<file path="src/rtl/seg7_scan_driver.sv">
// seg7_scan_driver: time-multiplexed 7-segment scan driver with shadow data and per-digit blanking.
// Optional build macro SEG7_LEADING_ZERO_BLANK_EN additionally darkens leading zero digits above digit 0.
module seg7_scan_driver #(
    parameter int NUM_DIGITS  = 4,
    parameter int REFRESH_DIV = 50000,
    localparam int IW = (NUM_DIGITS > 1) ? $clog2(NUM_DIGITS) : 1,
    localparam int PW = $clog2(REFRESH_DIV)
) (
    input  logic                    clk,
    input  logic                    rst,
    input  logic                    load,
    input  logic [4*NUM_DIGITS-1:0] data_in,
    input  logic [NUM_DIGITS-1:0]   blank_mask,
    output logic [6:0]              seg,
    output logic [NUM_DIGITS-1:0]   an,
    output logic [IW-1:0]           digit_idx
);
    logic [PW-1:0]           r_presc;
    logic [IW-1:0]           r_idx;
    logic [4*NUM_DIGITS-1:0] r_data;
    logic [NUM_DIGITS-1:0]   r_blank;
    logic [6:0]              r_seg;
    logic [NUM_DIGITS-1:0]   r_an;
    logic                    w_tick;
    logic [NUM_DIGITS-1:0]   w_dark;
    logic [NUM_DIGITS-1:0]   w_sel;
    logic [3:0]              w_nib;
    logic                    w_off;
    logic [6:0]              w_dec;
`ifdef SEG7_LEADING_ZERO_BLANK_EN
    logic                    w_lz;
`endif

    assign w_tick    = r_presc == PW'(REFRESH_DIV - 1);
    assign w_sel     = NUM_DIGITS'(1) << r_idx;
    assign seg       = r_seg;
    assign an        = r_an;
    assign digit_idx = r_idx;

    // refresh prescaler and digit scan counter (wraps at NUM_DIGITS, not a power of two)
    always_ff @(posedge clk or posedge rst) begin
        if (rst) begin
            r_presc <= '0;
            r_idx   <= '0;
        end else begin
            r_presc <= w_tick ? '0 : r_presc + PW'(1);
            if (w_tick)
                r_idx <= (r_idx == IW'(NUM_DIGITS - 1)) ? '0 : r_idx + IW'(1);
        end
    end

    // shadow registers capture the display word so the datapath may change freely
    always_ff @(posedge clk or posedge rst) begin
        if (rst) begin
            r_data  <= '0;
            r_blank <= '0;
        end else if (load) begin
            r_data  <= data_in;
            r_blank <= blank_mask;
        end
    end

    // dark digits: explicit mask, plus leading zeros when enabled (digit 0 always lit)
    always_comb begin
        w_dark = r_blank;
`ifdef SEG7_LEADING_ZERO_BLANK_EN
        w_lz = 1'b1;
        for (int k = NUM_DIGITS - 1; k > 0; k--) begin
            w_lz      = w_lz && (r_data[4*k +: 4] == 4'h0);
            w_dark[k] = w_dark[k] | w_lz;
        end
`endif
    end

    // select the nibble and dark flag of the digit being scanned
    always_comb begin
        w_nib = 4'h0;
        w_off = 1'b0;
        for (int k = 0; k < NUM_DIGITS; k++)
            if (r_idx == IW'(k)) begin
                w_nib = r_data[4*k +: 4];
                w_off = w_dark[k];
            end
    end

    // hex to segment decode, {a,b,c,d,e,f,g}
    always_comb begin
        w_dec = 7'b0000000;
        case (w_nib)
            4'h0: w_dec = 7'b1111110;
            4'h1: w_dec = 7'b0110000;
            4'h2: w_dec = 7'b1101101;
            4'h3: w_dec = 7'b1111001;
            4'h4: w_dec = 7'b0110011;
            4'h5: w_dec = 7'b1011011;
            4'h6: w_dec = 7'b1011111;
            4'h7: w_dec = 7'b1110000;
            4'h8: w_dec = 7'b1111111;
            4'h9: w_dec = 7'b1111011;
            4'hA: w_dec = 7'b1110111;
            4'hB: w_dec = 7'b0011111;
            4'hC: w_dec = 7'b1001110;
            4'hD: w_dec = 7'b0111101;
            4'hE: w_dec = 7'b1001111;
            4'hF: w_dec = 7'b1000111;
        endcase
    end

    // registered pin drive; a dark digit turns off both anode and segments
    always_ff @(posedge clk or posedge rst) begin
        if (rst) begin
            r_seg <= '0;
            r_an  <= '0;
        end else begin
            r_seg <= w_off ? 7'b0000000 : w_dec;
            r_an  <= w_off ? '0 : w_sel;
        end
    end
endmodule

</file>
<file path="config.mk">
export PLATFORM = sky130hd
export DESIGN_NAME = seg7_scan_driver
export DESIGN_NICKNAME = d
export VERILOG_FILES = /design/src/rtl/seg7_scan_driver.sv
export SDC_FILE = /design/constraint.sdc
export NUM_CORES = 1
export LEC_CHECK = 0
export CELL_PAD_IN_SITES_DETAIL_PLACEMENT = 0
export CELL_PAD_IN_SITES_GLOBAL_PLACEMENT = 1
export CORE_MARGIN = 1.5
export CORE_UTILIZATION = 42
export DETAILED_ROUTE_END_ITERATION = 6
export PLACE_DENSITY_LB_ADDON = 0.12
export REMOVE_ABC_BUFFERS = 1
export SETUP_SLACK_MARGIN = 0.2
export SYNTH_ARGS = -nofsm -noshare
export SYNTH_HDL_FRONTEND = slang
export SYNTH_SLANG_ARGS = --single-unit
</file>
<file path="constraint.sdc">
create_clock -name clk -period 2.3 [get_ports clk]
set_input_delay 0.345 -clock clk [delete_from_list [all_inputs] [get_ports clk]]
set_output_delay 0.345 -clock clk [all_outputs]
set_load 0.005 [all_outputs]
</file>
; ---- Yosys cells after proc, flatten, opt, wreduce, memory -nomap -nowiden
; Memory sizes are Yosys's and may differ from the RTL's.
; Index checks and enable logic that the tools add are counted.
[classes]
n_reduce_logical = 1
shift = 1
n_eq_ne = 4
n_addsub = 2
muxes = 12
[ops]
columns = op, n
row1 = $mux W4, 5
row2 = $add A16 B1 Y16 const B, 1
row3 = $eq A16 B16 Y1 const B, 1
row4 = $mux W16, 1
row5 = $mux W7, 1
row6 = $eq A2 B2 Y1 const B, 2
row7 = $mux W1, 4
row8 = $shl A1 B2 Y4 const A, 1
row9 = $add A2 B1 Y2 const B, 1
row10 = $eq A2 B1 Y1 const B, 1
row11 = $logic_not A2 Y1, 1
row12 = $mux W2, 1
[totals]
out_inout_bits = 13
ff_bits = 49
romBits = 112
wordCells = 27
input_bits = 23
memories = 1
[memory_table]
columns = name, words, word_bits, rd, rd_ports_with_merged_regs, write_ports, line
row1 = (no name shown), 16, 7, 1, 0, 0, 89  ; case (w_nib)

; ---- Longest topological paths before layout
; An unclocked memory read counts as a cell.
[depth]
ltp_word = 7
depth_mapped = 11

; ---- Worst setup path after synthesis
; No wires, ideal clock.
[synth_path]
path_kind = register to register
start = register r_idx[0] (netlist: digit_idx[0])
end = register r_seg[2] (netlist: seg[2])
path_stages_with_launch = 11
arrival_ns = 2.047
setup_slack_ns = 0.131
n_path_buf = 0
synth_period_minus_slack_ns = 2.169
cell_sequence = dfrtp_1 inv_1 ha_1 nor2b_1 a22o_1 o221a_2 inv_2 ha_1 nand2_1 a21boi_1 o221a_2
[synth_between]
elab_chain_len = 7
elab_cells_between_ends = 14
classes_between = eq/ne (3) / mux (9) / reduce/logical (1) / memory (1)
[synth_rtl]
columns = item, line
row1 = start: declaration, 19  ; logic [IW-1:0] r_idx;
row2 = start signal: assignment, 48  ; r_idx <= (r_idx == IW'(NUM_DIGITS - 1)) ? '0 : r_idx + IW'(1);
row3 = $logic_not A2 Y1, 80  ; if (r_idx == IW'(k)) begin
row4 = $mux W4 (4 in a row), 80
row5 = $mem_v2 Z16 W7, n/a
row6 = $mux W7 (*), 115  ; r_seg <= w_off ? 7'b0000000 : w_dec;
row7 = end signal: assignment, 115
row8 = end: declaration, 22  ; logic [6:0] r_seg;
; Every way passes the cells marked *; elsewhere a longest branch is shown, timed or not.
; A chain may end at the register's enable or synchronous reset.

; ---- Worst setup path in the final report
[layout_path]
start = register r_idx[0] (netlist: digit_idx[0])
end = register r_seg[6] (netlist: seg[6])
; The elaborated chain is that of the path after synthesis.

==> impl_metrics.py <==
metrics = {
    "detailed_routing": {
        "remaining_drc_errors": 0,
        "dr.pass1.iters": 4,
        "vias": 1690,
        "drt_iter0_drc": 54,
        "wirelength_um": 4590,
        "viasPerCell": 5.01,
        "ant_nets": 0,
        "routedWlPerCell_um": 13.6,
    },
    "synth": {
        "share_of_yosys_cell_area_claimed_by_the_top_area_cell_type_pct": 51.4,
        "synth_area_in_compound_gates_pct": 9.28,
        "largest_family_of_logic_cells_by_synthesized_area": "simple AND/OR/NAND/NOR gates",
        "async_flop_share_pct": 100,
        "ys_top_cells_by_area": "sky130_fd_sc_hd__dfrtp_1 51%, sky130_fd_sc_hd__mux2_2 9.4%, sky130_fd_sc_hd__ha_1 5.8%, sky130_fd_sc_hd__xnor2_1 3.3%, sky130_fd_sc_hd__nor2_1 2.8%",
        "synth_area_um2": 2390,
        "ys_ff_latch": 49,
        "ys_seq_area_share_pct": 51.4,
        "synth.avg_cell_area_um2": 11.5,
        "synthMostInstantiatedCell": "sky130_fd_sc_hd__dfrtp_1",
        "ys_types": 46,
        "synth_ff_type": "sky130_fd_sc_hd__dfrtp_1",
        "synthesis.instances": 207,
        "synth_edf_count": 0,
        "synth_mux_area_share_pct": 9.86,
        "synth_xor_xnor_area_share_pct": 5.51,
        "synthDominantAreaCellType": "sky130_fd_sc_hd__dfrtp_1",
        "yosys_warnings": 0,
        "leading_cell_types_by_count_after_synthesis": "49 x sky130_fd_sc_hd__dfrtp_1, 20 x sky130_fd_sc_hd__mux2_2, 18 x sky130_fd_sc_hd__nor2_1",
        "post_synth_and_or_nand_nor_area_fraction_pct": 14.2,
        "yosys.area_share.adder_pct": 5.77,
    },
    "floorplan": {
        "core_area_um2": 5510,
        "die_height_um": 78.4,
        "ios": 36,
        "initial_utilization_pct": 43.3,
        "die_w_um": 78.4,
        "floorplan.rows": 27,
        "die_area_um2": 6140,
    },
    "clocking": {
        "clock_path_buffers": 2,
        "cts-root-buf": "sky130_fd_sc_hd__clkbuf_8",
        "cts_hold_repair.buffers": 0,
        "numCtsBuffers": 5,
        "cts.sinks": 49,
        "clk-insertion-delay-late_ps": 300,
        "cts.reportedPaths.clkPinSlew_ps": 90,
        "cts_tree": "built",
        "cts_max_level": 2,
    },
    "place": {
        "dp_hpwl_um": 3360,
        "port_buffers": 35,
        "dpl_worst_slack_ps": 57.2,
        "gpl.final_weighted_congestion": 0.839,
    },
    "setup_path": {
        "critPathLaunchType": "flip-flop",
        "slowest_stage": "sky130_fd_sc_hd__dfrtp_1",
        "reg2regPathDepth": 8,
        "worst_case_register_to_register_setup_slack_ps": 230,
        "worst_r2r_end": "seg[6]",
        "cp_data_arrival_time_ps": 2240,
        "crit_required_ps": 2480,
        "critical_path.cell_chain": "buf_6 > ha_4 > buf_6 > nand3b_4 > a311oi_4 > xnor2_2 > nor2_1 > o31a_1",
        "critical-path-top-cell-by-count": "sky130_fd_sc_hd__buf_6",
        "crit_type": "flip-flop to flip-flop",
        "crit-reg2reg-launch": "digit_idx[0]",
        "critical_path.endpoint_type": "flip-flop",
        "max_stage_delay_ps": 440,
        "worst-path-max-fanout": 7,
    },
    "run_status": {
        "status": "finished clean",
    },
    "power": {
        "power_density_nw_per_um2": 577,
        "power.static_leakage_nw": 1.37,
        "max_ir_drop_vdd_mv": 0.302,
    },
    "grt": {
        "grt.total_usage_pct": 16.8,
        "wire_length_of_the_first_global_routing_pass_um": 8010,
        "largest_net_degree_at_the_start_of_global_routing": 23,
        "grt-ovfl-total": 0,
        "antenna_found_initial": 0,
        "vias_in_the_first_global_route": 1735,
    },
    "sta": {
        "worst-slew-pin-transition_ps": 464,
        "total_of_endpoints_with_negative_setup_slack_in_the_final_report": 0,
        "max_clock_skew_ps": 14.9,
        "max_slew_margin_pct": 68.8,
        "final-max-slew-violation-count": 0,
        "timing.fmax_mhz": 484,
        "post-route-worst-setup-slack_ps": 235,
        "finalWorstPathRequiredPeriod_ps": 2070,
        "grt_setup_unrepaired": "yes",
        "final_min_period_over_clock_period_pct": 89.8,
        "number_of_hold_violations_in_the_final_report": 0,
        "setup-tns-final_ps": 0,
    },
    "cells_and_area": {
        "fill_cells": 473,
        "diodes": 0,
        "flow.area_growth_from_synthesis_pct": 34.6,
        "share_of_cells_above_drive_strength_1_pct": 30.6,
        "nets": 298,
    },
    "worst_hold_path": {
        "hold_path_class": "input pin to async pin",
    },
    "run": {
        "maxCapViolations": 0,
    },
}
## critical path, delay by kind of cell (launching register included)
family	cells	cell delay, ps
AOI/OAI and AO/OA	2	660
DFF	1	440
buffers and inverters	2	270
and+or+nand+nor	2	220
adders and majority gates	1	170
xor gates and xnor gates	1	170
## cell usage in the layout (no fill, tap or decap), drive strengths merged, types with 2 or more instances in the layout
master         netlist  final
a211oi               2      2
a21oi                6      6
a311oi               2      2
and2                 3      3
buf                  4     21
clkbuf               2      6
clkdlybuf4s50        0     35
dfrtp               49     49
ha                  11     11
inv                 13     13
mux2                20     20
nand2               13     13
nand2b               2      2
nand3                6      6
nand3b               2      2
nand4                4      4
nor2                18     18
nor2b                4      4
nor3                 4      4
nor3b                2      2
o21ai                5      5
o221a                2      2
xnor2                9      9
xor2                 6      6
## final cells by class
cell class / instances / area (um2) / area share (%)
Timing Repair Buffer: 56 / 523 / 16.3
Sequential cell: 49 / 1230 / 38.2
Inverter: 13 / 51.3 / 1.60
Clock buffer: 6 / 72.6 / 2.26
Clock inverter: 2 / 38.8 / 1.21
Tap cell: 72 / 90.1 / 2.80
Multi-Input combinational cell: 139 / 1210 / 37.6
## logic make-up (layout without fill, tap and decap cells)
| kind of cell | after synthesis | in the layout |
|---|---|---|
| AOI/OAI and AO/OA | 28 | 28 |
| xor gates and xnor gates | 15 | 15 |
| adders and majority gates | 11 | 11 |
| buffers and inverters | 19 | 77 |
| DFF | 49 | 49 |
| muxes | 21 | 21 |
| and+or+nand+nor | 64 | 64 |
## report_power, final
| part | internal, mW | total, mW | switching [mW] |
|---|---|---|---|
| combinational | 0.183 | 0.306 | 0.123 |
| sequential | 0.917 | 0.945 | 0.0282 |
| clock | 0.326 | 0.603 | 0.277 |
## worst max path at each step
stage	from	end	slack, ps	cells after the start
5_1_grt	digit_idx[0]	seg[2]	150	10
3_5_place_dp	digit_idx[0]	seg[2]	60	9
4_1_cts	digit_idx[0]	seg[6]	200	8
2_1_floorplan	digit_idx[0]	seg[2]	120	10
6_report	digit_idx[0]	seg[6]	230	8
3_3_place_gp	digit_idx[0]	seg[3]	70	10
## per-stage QoR
stage / utilization [%] / cells / area, um2 / power, mW / hold slack (ps)
2_1_floorplan: - / 201 / 2340 / 1.09 / 415
3_3_place_gp: 52.0 / 319 / 2860 / 1.22 / 445
3_5_place_dp: 52.0 / 319 / 2860 / 1.22 / 435
4_1_cts: 56.4 / 332 / 3110 / 1.86 / 370
5_1_grt: 58.3 / 337 / 3210 / 1.96 / 395
6_report: 58.3 / 337 / 3210 / 1.85 / 357
## sequential cells by signal (all words and copies together), names as in the netlist
register	flops
an	4
digit_idx	2
r_presc	16
r_data	16
seg	7
r_blank	4
## timing repair
action                                  4_1_cts  5_1_grt
resized for setup                            22       17
endpoints found under the setup margin        7        7
hold endpoints to repair                      0        0
pin swaps                                     3       11
setup buffers                                 5        5
## routing by layer
layer | wire, um | global-route usage [%] | up-vias
li1 | - | - | 830
met2 | 2420 | 29.7 | 34
met5 | 0 | 0 | -
met3 | 186 | 5.23 | 7
met4 | 62 | 4.82 | 0
met1 | 1920 | 19.6 | 819
No activity file was read; power rests on OpenSTA's default activity.
